$ cat src/rtl/valid_ready_rr_arbiter_pkg.sv
// Shared widths and round-robin helpers for valid/ready arbiters.
// Functions work on an 8-wide vector so any requester count from 2 to 8 can reuse them.
package valid_ready_rr_arbiter_pkg;

    localparam int DEF_DW  = 8;
    localparam int DEF_IDW = 2;
    localparam int DEF_CW  = 16;
    localparam int MAX_N   = 8;
    localparam int MAX_IDW = 3;

    // One-hot grant: first eligible index scanning upward from ptr+1, wrapping at n.
    function automatic logic [MAX_N-1:0] rr_grant(input logic [MAX_N-1:0]   elig,
                                                  input logic [MAX_IDW-1:0] ptr,
                                                  input int                 n);
        logic [MAX_N-1:0] g;
        logic             found;
        int               idx;
        g     = '0;
        found = 1'b0;
        for (int i = 1; i <= MAX_N; i++) begin
            if (i <= n) begin
                idx = (int'(ptr) + i) % n;
                if (!found && elig[idx[MAX_IDW-1:0]]) begin
                    g[idx[MAX_IDW-1:0]] = 1'b1;
                    found               = 1'b1;
                end
            end
        end
        return g;
    endfunction

    function automatic logic [MAX_IDW-1:0] onehot_to_idx(input logic [MAX_N-1:0] oh);
        logic [MAX_IDW-1:0] idx;
        idx = '0;
        for (int i = 0; i < MAX_N; i++) begin
            if (oh[i]) idx = idx | MAX_IDW'(i);
        end
        return idx;
    endfunction

endpackage

$ cat src/rtl/valid_ready_rr_arbiter_rr_grant_logic.sv
// Combinational round-robin grant: eligible vector and last-winner pointer in,
// one-hot grant, its index and an any-grant flag out.
module valid_ready_rr_arbiter_rr_grant_logic
    import valid_ready_rr_arbiter_pkg::*;
#(
    parameter int N   = 4,
    parameter int IDW = DEF_IDW
) (
    input  logic [N-1:0]   eligible,
    input  logic [IDW-1:0] ptr,
    output logic [N-1:0]   grant,
    output logic [IDW-1:0] grant_idx,
    output logic           any_grant
);

    logic [MAX_N-1:0]   elig_w;
    logic [MAX_N-1:0]   grant_w;
    logic [MAX_IDW-1:0] ptr_w;
    logic [MAX_IDW-1:0] idx_w;

    always_comb begin
        elig_w          = '0;
        elig_w[N-1:0]   = eligible;
        ptr_w           = MAX_IDW'(ptr);
        grant_w         = rr_grant(elig_w, ptr_w, N);
        idx_w           = onehot_to_idx(grant_w);
    end

    assign grant     = grant_w[N-1:0];
    assign any_grant = |grant_w;
    assign grant_idx = IDW'(idx_w);

endmodule

$ cat src/rtl/valid_ready_rr_arbiter.sv
// Round-robin arbiter: N byte sources share one registered valid/ready output stage.
// Handshakes: a beat moves on any edge where valid and ready are both high; valid never drops while ready is low.
module valid_ready_rr_arbiter
    import valid_ready_rr_arbiter_pkg::*;
#(
    parameter int N   = 4,
    parameter int DW  = DEF_DW,
    parameter int IDW = DEF_IDW,
    parameter int CW  = DEF_CW
) (
    input  logic            clk,
    input  logic            rst_n,
    input  logic [N-1:0]    i_req_valid,
    input  logic [N*DW-1:0] i_req_data,
    output logic [N-1:0]    o_req_ready,
    input  logic [N-1:0]    i_req_mask,
    output logic            o_s_valid,
    output logic [DW-1:0]   o_s_data,
    output logic [IDW-1:0]  o_s_id,
    input  logic            i_s_ready,
    output logic [CW-1:0]   o_beat_cnt
);

    logic [IDW-1:0] rr_ptr;
    logic [N-1:0]   eligible;
    logic [N-1:0]   grant;
    logic [IDW-1:0] grant_idx;
    logic           any_grant;
    logic           load_en;

    // The output stage may take a new beat when it is empty or being drained this edge.
    assign load_en     = rst_n & (~o_s_valid | i_s_ready);
    assign eligible    = i_req_valid & i_req_mask;
    assign o_req_ready = {N{load_en}} & grant;

    valid_ready_rr_arbiter_rr_grant_logic #(
        .N   (N),
        .IDW (IDW)
    ) u_grant (
        .eligible  (eligible),
        .ptr       (rr_ptr),
        .grant     (grant),
        .grant_idx (grant_idx),
        .any_grant (any_grant)
    );

    always_ff @(posedge clk) begin
        if (!rst_n) begin
            o_s_valid  <= 1'b0;
            o_s_data   <= '0;
            o_s_id     <= '0;
            o_beat_cnt <= '0;
            rr_ptr     <= IDW'(N - 1);
        end else begin
            if (o_s_valid && i_s_ready) begin
                o_beat_cnt <= o_beat_cnt + CW'(1);
            end
            if (load_en) begin
                if (any_grant) begin
                    o_s_valid <= 1'b1;
                    o_s_data  <= i_req_data[grant_idx*DW +: DW];
                    o_s_id    <= grant_idx;
                    rr_ptr    <= grant_idx;
                end else begin
                    o_s_valid <= 1'b0;
                end
            end
        end
    end

endmodule

$ cat config.mk
export PLATFORM = sky130hd
export DESIGN_NAME = valid_ready_rr_arbiter
export DESIGN_NICKNAME = d
export VERILOG_FILES = /design/src/rtl/valid_ready_rr_arbiter_pkg.sv /design/src/rtl/valid_ready_rr_arbiter_rr_grant_logic.sv /design/src/rtl/valid_ready_rr_arbiter.sv
export SDC_FILE = /design/constraint.sdc
export NUM_CORES = 1
export LEC_CHECK = 0
export ABC_AREA = 1
export BUFFER_PORTS_ARGS = -buffer_cell sky130_fd_sc_hd__buf_2
export CAP_MARGIN = 10
export CORE_UTILIZATION = 30
export CTS_CLUSTER_DIAMETER = 40
export CTS_CLUSTER_SIZE = 25
export DETAILED_ROUTE_END_ITERATION = 16
export HOLD_SLACK_MARGIN = 0.15
export PLACE_DENSITY = 0.5
export SYNTH_ARGS = -nofsm -noshare
export SYNTH_HDL_FRONTEND = slang
export SYNTH_SLANG_ARGS = --single-unit
$ cat constraint.sdc
create_clock -name clk -period 5.7 [get_ports clk]
set_clock_uncertainty 0.15 [all_clocks]
set_input_delay 0.57 -clock clk [delete_from_list [all_inputs] [get_ports clk]]
set_output_delay 0.57 -clock clk [all_outputs]
set_load 0.02 [all_outputs]
==> results of run 1 <==
final cells by class:
cell class	instances	area [µm²]	share of cell area, %
Clock buffer	5	68.8	2.53
Multi-Input combinational cell	239	1350	49.7
Timing Repair Buffer	73	365	13.4
Sequential cell	29	581	21.4
Tap cell	96	120	4.42
Inverter	57	216	7.96
Clock inverter	3	17.5	0.644
worst min path at each step:
| stage | start | end | slack, ns |
|---|---|---|---|
| final | o_s_id[0] | o_s_id[0] | 0.31 |
| after global routing | o_s_id[0] | o_s_id[0] | 0.34 |
| after CTS | o_s_id[0] | o_s_id[0] | 0.31 |
| after detailed placement | o_s_id[0] | o_s_id[0] | 0.30 |
| after global placement | o_s_id[0] | o_s_id[0] | 0.30 |
| after floorplan | rr_ptr[1] | rr_ptr[1] | 0.37 |
routing by layer:
metal	wire length, µm	global-route usage [%]
met5	0	0
met4	84	5.37
met3	299	2.37
met2	2020	21.4
met1	2760	20.8
per-stage QoR:
| step | total power [mW] | instances |
|---|---|---|
| floorplan | 0.825 | 330 |
| global placement | 0.944 | 494 |
| detailed placement | 0.946 | 494 |
| CTS | 1.12 | 502 |
| global route | 1.21 | 502 |
| finish | 1.11 | 502 |
state kept, by name, indices dropped and copies added, names as in the netlist:
| name | cells |
|---|---|
| o_s_id | 2 |
| o_s_data | 8 |
| rr_ptr | 2 |
| o_beat_cnt | 16 |
| o_s_valid | 1 |
power by group through the flow:
| stage | Clock (mW) | Sequential (mW) | Combinational (mW) |
|---|---|---|---|
| after detailed placement | 0 | 0.272 | 0.674 |
| after global routing | 0.183 | 0.272 | 0.757 |
| after floorplan | 0 | 0.300 | 0.525 |
| final | 0.167 | 0.266 | 0.672 |
| after CTS | 0.172 | 0.267 | 0.678 |
| after global placement | 0 | 0.271 | 0.673 |
kinds of logic (layout without fill, tap and decap cells):
logic type / after synthesis / in the layout / synth area share (%)
AND/OR/NAND/NOR: 208 / 208 / 51.2
XOR/XNOR: 1 / 1 / 0.400
AO/OA/AOI/OAI: 21 / 21 / 4.91
adder cells (fa/ha/maj): 9 / 9 / 5.14
flip-flops: 29 / 29 / 26.5
buffers and inverters: 62 / 138 / 11.9
cells in the final DEF, fill, tap and decap left out, types with 2 or more instances in the layout:
cell and count:
a21oi_1 9, o21ai_0 11, nand3_1 34, nor2_1 29
nand3_2 16, and3_1 2, nor3_1 7, nand2_1 88
inv_1 51, clkinv_2 2, nand2_2 8, dfxtp_1 29
nor2_2 3, nor3b_1 3, clkinv_1 3, clkbuf_8 5
nand4_1 4, buf_2 73, nor2_4 2, inv_2 2
nor2_8 3, nand2_4 7, ha_1 9
cells in the mapped netlist:
library cell	count
nor4_1	1
buf_2	2
dfxtp_1	29
inv_4	1
nand3_1	34
inv_1	51
nor2_1	29
nor3b_1	3
nand2_8	1
inv_2	2
clkinv_1	3
nand2_2	8
xor2_1	1
nand3_2	16
a21oi_1	9
buf_6	3
nor2_8	3
nand2_1	88
nand4_1	4
o21ai_0	11
nor3_1	7
o21bai_1	1
ha_1	9
nor2_2	3
and3_1	2
nand2_4	7
nor2_4	2
critical path: stages, from the launching register on:
cell and delay, ns:
dfxtp_1 0.53, inv_2 0.17, ha_1 0.38, inv_1 0.13, nand3_1 0.10, nand2_1 0.14, nand3_1 0.10, nand2_1 0.07
clkinv_1 0.08, nand3_2 0.20, nand2_1 0.07, inv_1 0.06, buf_2 0.15
==> flow_summary.json, run 1 <==
{
  "status": "completed",
  "synthesis.area_um2": 2190,
  "p_leak_nw": 1.50,
  "drt-vias-per-instance": 4.29,
  "setup_tns_ns": 0,
  "critical_path_peak_fanout": 10,
  "start_util_pct": 31.7,
  "grt_max_degree": 23,
  "placementRows": 30,
  "syn_avg_cell_area_um2": 6.64,
  "track_usage_pct": 14.5,
  "grt_pass1_vias": 2018,
  "p_sw_share_pct": 51.2,
  "relSlewSlack_pct": 66.1,
  "antenna_found_initial": 0,
  "coreArea_um2": 6910,
  "drtIter0Drc": 74,
  "reg2reg_slack_ns": 2.84,
  "power_density_nw_per_um2": 407,
  "crit_required_ns": 4.98,
  "rsz0062_at_grt": "no",
  "cp-start-kind": "flop",
  "diodes": 0,
  "die_h_um": 87.5,
  "grt_pass1_wl_um": 8850,
  "layout_setup_ws_ns": 2.51,
  "nNetsFinal": 457,
  "endpoint_kind": "output port",
  "wl_per_cell_um": 10.3,
  "cts_root_buf": "clkbuf_8",
  "combPwrFrac_pct": 60.8,
  "overflow": 0,
  "netlist.area_leader.share_pct": 26.5,
  "p_sw_uw": 566,
  "ctsHoldBuffers": 0,
  "maxSlewViolCount": 0,
  "timing.rr.start": "rr_ptr[0]",
  "drt-total-wl_um": 5170,
  "post_dp_cell_area_um2": 2630,
  "cts_tree": "yes",
  "fin_crit_ns": 3.19,
  "fmax_mhz": 313,
  "clk_pin_slew_ns": 0.06,
  "io_buffers": 73,
  "hold_class": "flop to flop",
  "postSynthCellCount": 330,
  "cts_made_buffers": 5,
  "clkLatencyLatePin_ns": 0.28,
  "whs_path_depth": 2,
  "hold_viol": 0,
  "place_hpwl_um": 4070,
  "worstReg2RegEnd": "o_s_data[3]",
  "whs_ns": 0.306,
  "cp_data_arrival_time_ns": 2.47,
  "drt-pass1-iter-count": 5,
  "route.detailed.drc": 0,
  "syn_to_final_growth_pct": 24.1,
  "crit_path_start": "rr_ptr[0]",
  "maxCapViolations": 0,
  "ys_ff_latch": 29,
  "synth.top_cells.by_area": "dfxtp_1, nand2_1, inv_1, nand3_1, nand3_2",
  "post-synth-top-area-cell": "dfxtp_1",
  "cts_sinks": 29,
  "final_util_pct": 39.4,
  "yosys_warnings": 0,
  "cp-endpoint": "o_req_ready[1]",
  "synth_cell_types": 27,
  "dr_total_vias": 2156,
  "die_x_um": 87.5,
  "post_cts.repair.setup_buffers": 0,
  "finalSetupViolCount": 0,
  "drive_gt1_share_pct": 30.5,
  "ir_drop_v": 0.000211,
  "place_ws_ns": 2.67,
  "worstSetupPathType": "flop to output port",
  "clkPwrFrac_pct": 15.1,
  "period_share_pct": 56.0,
  "synth_nets": 382,
  "tightest_slew_ns": 0.507,
  "num_io_pins": 74,
  "gp_congestion": 0.788,
  "cts_resized": 0,
  "fin_area_um2": 2720,
  "yosysSeqAreaShare_pct": 26.5,
  "h-tree-depth": 2,
  "p_int_uw": 540,
  "fillers": 802,
  "cts_buffer_depth": 2,
  "r2r_cells": 17,
  "drtAntennaViolNets": 0,
  "die-area_um2": 7650,
  "p_seq_share_pct": 24.1
}
(Power assumes the default switching activity.)
==> run 2, diff against run 1 <==
==> constraint.sdc (replaced) <==
create_clock -name clk -period 3.2 [get_ports clk]
set_clock_uncertainty 0.15 [all_clocks]
set_input_delay 0.32 -clock clk [delete_from_list [all_inputs] [get_ports clk]]
set_output_delay 0.32 -clock clk [all_outputs]
set_load 0.02 [all_outputs]
==> flow_summary.json, run 2 (synthesis gave the netlist of run 1 again) <==
{
  "setup_tns_ns": 0,
  "fin_crit_ns": 2.92,
  "maxCapViolations": 0,
  "die_h_um": 87.5,
  "power_density_nw_per_um2": 764,
  "final_common_cell": "nand2_1",
  "grt_pass1_wl_um": 8710,
  "endpoint_kind": "output port",
  "placementRows": 30,
  "start_util_pct": 31.7,
  "cp_data_arrival_time_ns": 2.45,
  "hold_class": "input port to flop",
  "ir_drop_v": 0.000311,
  "drive_gt1_share_pct": 30.7,
  "status": "completed",
  "final_cell_mix": "nand2_1, buf_2, inv_1, nand3_1",
  "drtIter0Drc": 66,
  "regMostFlops": "o_beat_cnt",
  "dp_cells": 495,
  "rsz0062_at_grt": "no",
  "overflow": 0,
  "syn_to_final_growth_pct": 26.6,
  "crit_required_ns": 2.73,
  "reg.largest.list": "o_beat_cnt x16, o_s_data x8",
  "cts_sinks": 29,
  "finalSetupViolCount": 0,
  "nNetsFinal": 458,
  "fmax_mhz": 342,
  "wl_per_cell_um": 10.2,
  "worstSetupPathType": "flop to output port",
  "p_leak_nw": 1.52,
  "post_cts.repair.setup_buffers": 0,
  "io_buffers": 73,
  "crit_path_start": "rr_ptr[0]",
  "maxSlewViolCount": 0,
  "period_share_pct": 91.3,
  "hp-start": "i_req_data[8]",
  "grt_pass1_vias": 1970,
  "die-area_um2": 7650,
  "num_io_pins": 74,
  "clkLatencyLatePin_ns": 0.27,
  "critical_path_peak_fanout": 10,
  "drt-vias-per-instance": 4.27,
  "whs_ns": 0.276,
  "track_usage_pct": 14.4,
  "h-tree-depth": 2,
  "timing.rr.start": "rr_ptr[0]",
  "place_hpwl_um": 4090,
  "grt_max_degree": 22,
  "instances_no_fill": 503,
  "die_x_um": 87.5,
  "clk_pin_slew_ns": 0.06,
  "antenna_found_initial": 0,
  "cp-start-kind": "flop",
  "ctsHoldBuffers": 0,
  "drtAntennaViolNets": 0,
  "drt-total-wl_um": 5130,
  "relSlewSlack_pct": 68.4,
  "diodes": 0,
  "cts_buffer_depth": 2,
  "cts_tree": "yes",
  "hold_viol": 0,
  "route.detailed.drc": 0,
  "cts_resized": 0,
  "coreArea_um2": 6910,
  "tightest_slew_ns": 0.472,
  "dr_total_vias": 2146,
  "drt-pass1-iter-count": 4,
  "gp_congestion": 0.800,
  "cts_root_buf": "clkbuf_8",
  "largest_reg_flops": 16,
  "cts_made_buffers": 5
}
-- run 2: cell count changes in the layout (fill, tap and decap cells not counted), sizes merged --
cell,change
buf,+1
clkinvlp,-1
clkinv,-1
bufinv,+2
-- run 2: path summary, 6_finish.rpt --
kind	cells after the start	slack, ns	to
hold / removal	7	0.28	o_s_data[0]
setup / recovery	12	0.28	o_req_ready[1]
setup reg to reg	17	0.40	o_s_data[3]
hold reg to reg	2	0.31	o_beat_cnt[15]
-- run 2: layout make-up --
| class | count | area (µm²) |
|---|---|---|
| Fill cell | 778 | 4130 |
| Multi-Input combinational cell | 239 | 1350 |
| Sequential cell | 29 | 581 |
| Timing Repair Buffer | 74 | 373 |
| Inverter | 57 | 216 |
| Tap cell | 96 | 120 |
| Clock buffer | 5 | 68.8 |
| Clock inverter | 3 | 65.1 |
-- run 2: stage by stage --
step	setup WS (ns)	instance area [µm²]	util, %	power, mW
2_1_floorplan	0.808	2190	-	1.47
5_1_grt	0.0325	2770	40.2	2.32
3_5_place_dp	0.383	2640	38.2	1.68
3_3_place_gp	0.491	2640	38.2	1.68
6_report	0.278	2770	40.2	2.12
4_1_cts	0.274	2770	40.2	2.14
-- run 2: where the power goes --
group          switching, mW  internal, mW  total (mW)
clock network          0.141         0.309       0.450
logic                  0.801         0.390        1.19
registers             0.0550         0.422       0.477
-- run 2: routing by layer --
layer | global-route usage [%] | share of wire [%] | up-vias
li1 | - | - | 1182
met5 | 0 | 0 | -
met3 | 3.41 | 6.0 | 2
met4 | 4.17 | 0.49 | 0
met1 | 20.0 | 52 | 899
met2 | 21.8 | 41 | 63
-- run 2: critical path: stages, from the launching register on --
cell and delay, ns:
dfxtp_1 0.53, inv_2 0.17, ha_1 0.38, inv_1 0.14
nand3_1 0.09, nand2_1 0.14, nand3_1 0.10, nand2_1 0.07
clkinv_1 0.08, nand3_2 0.19, nand2_1 0.08, inv_1 0.06
buf_2 0.15
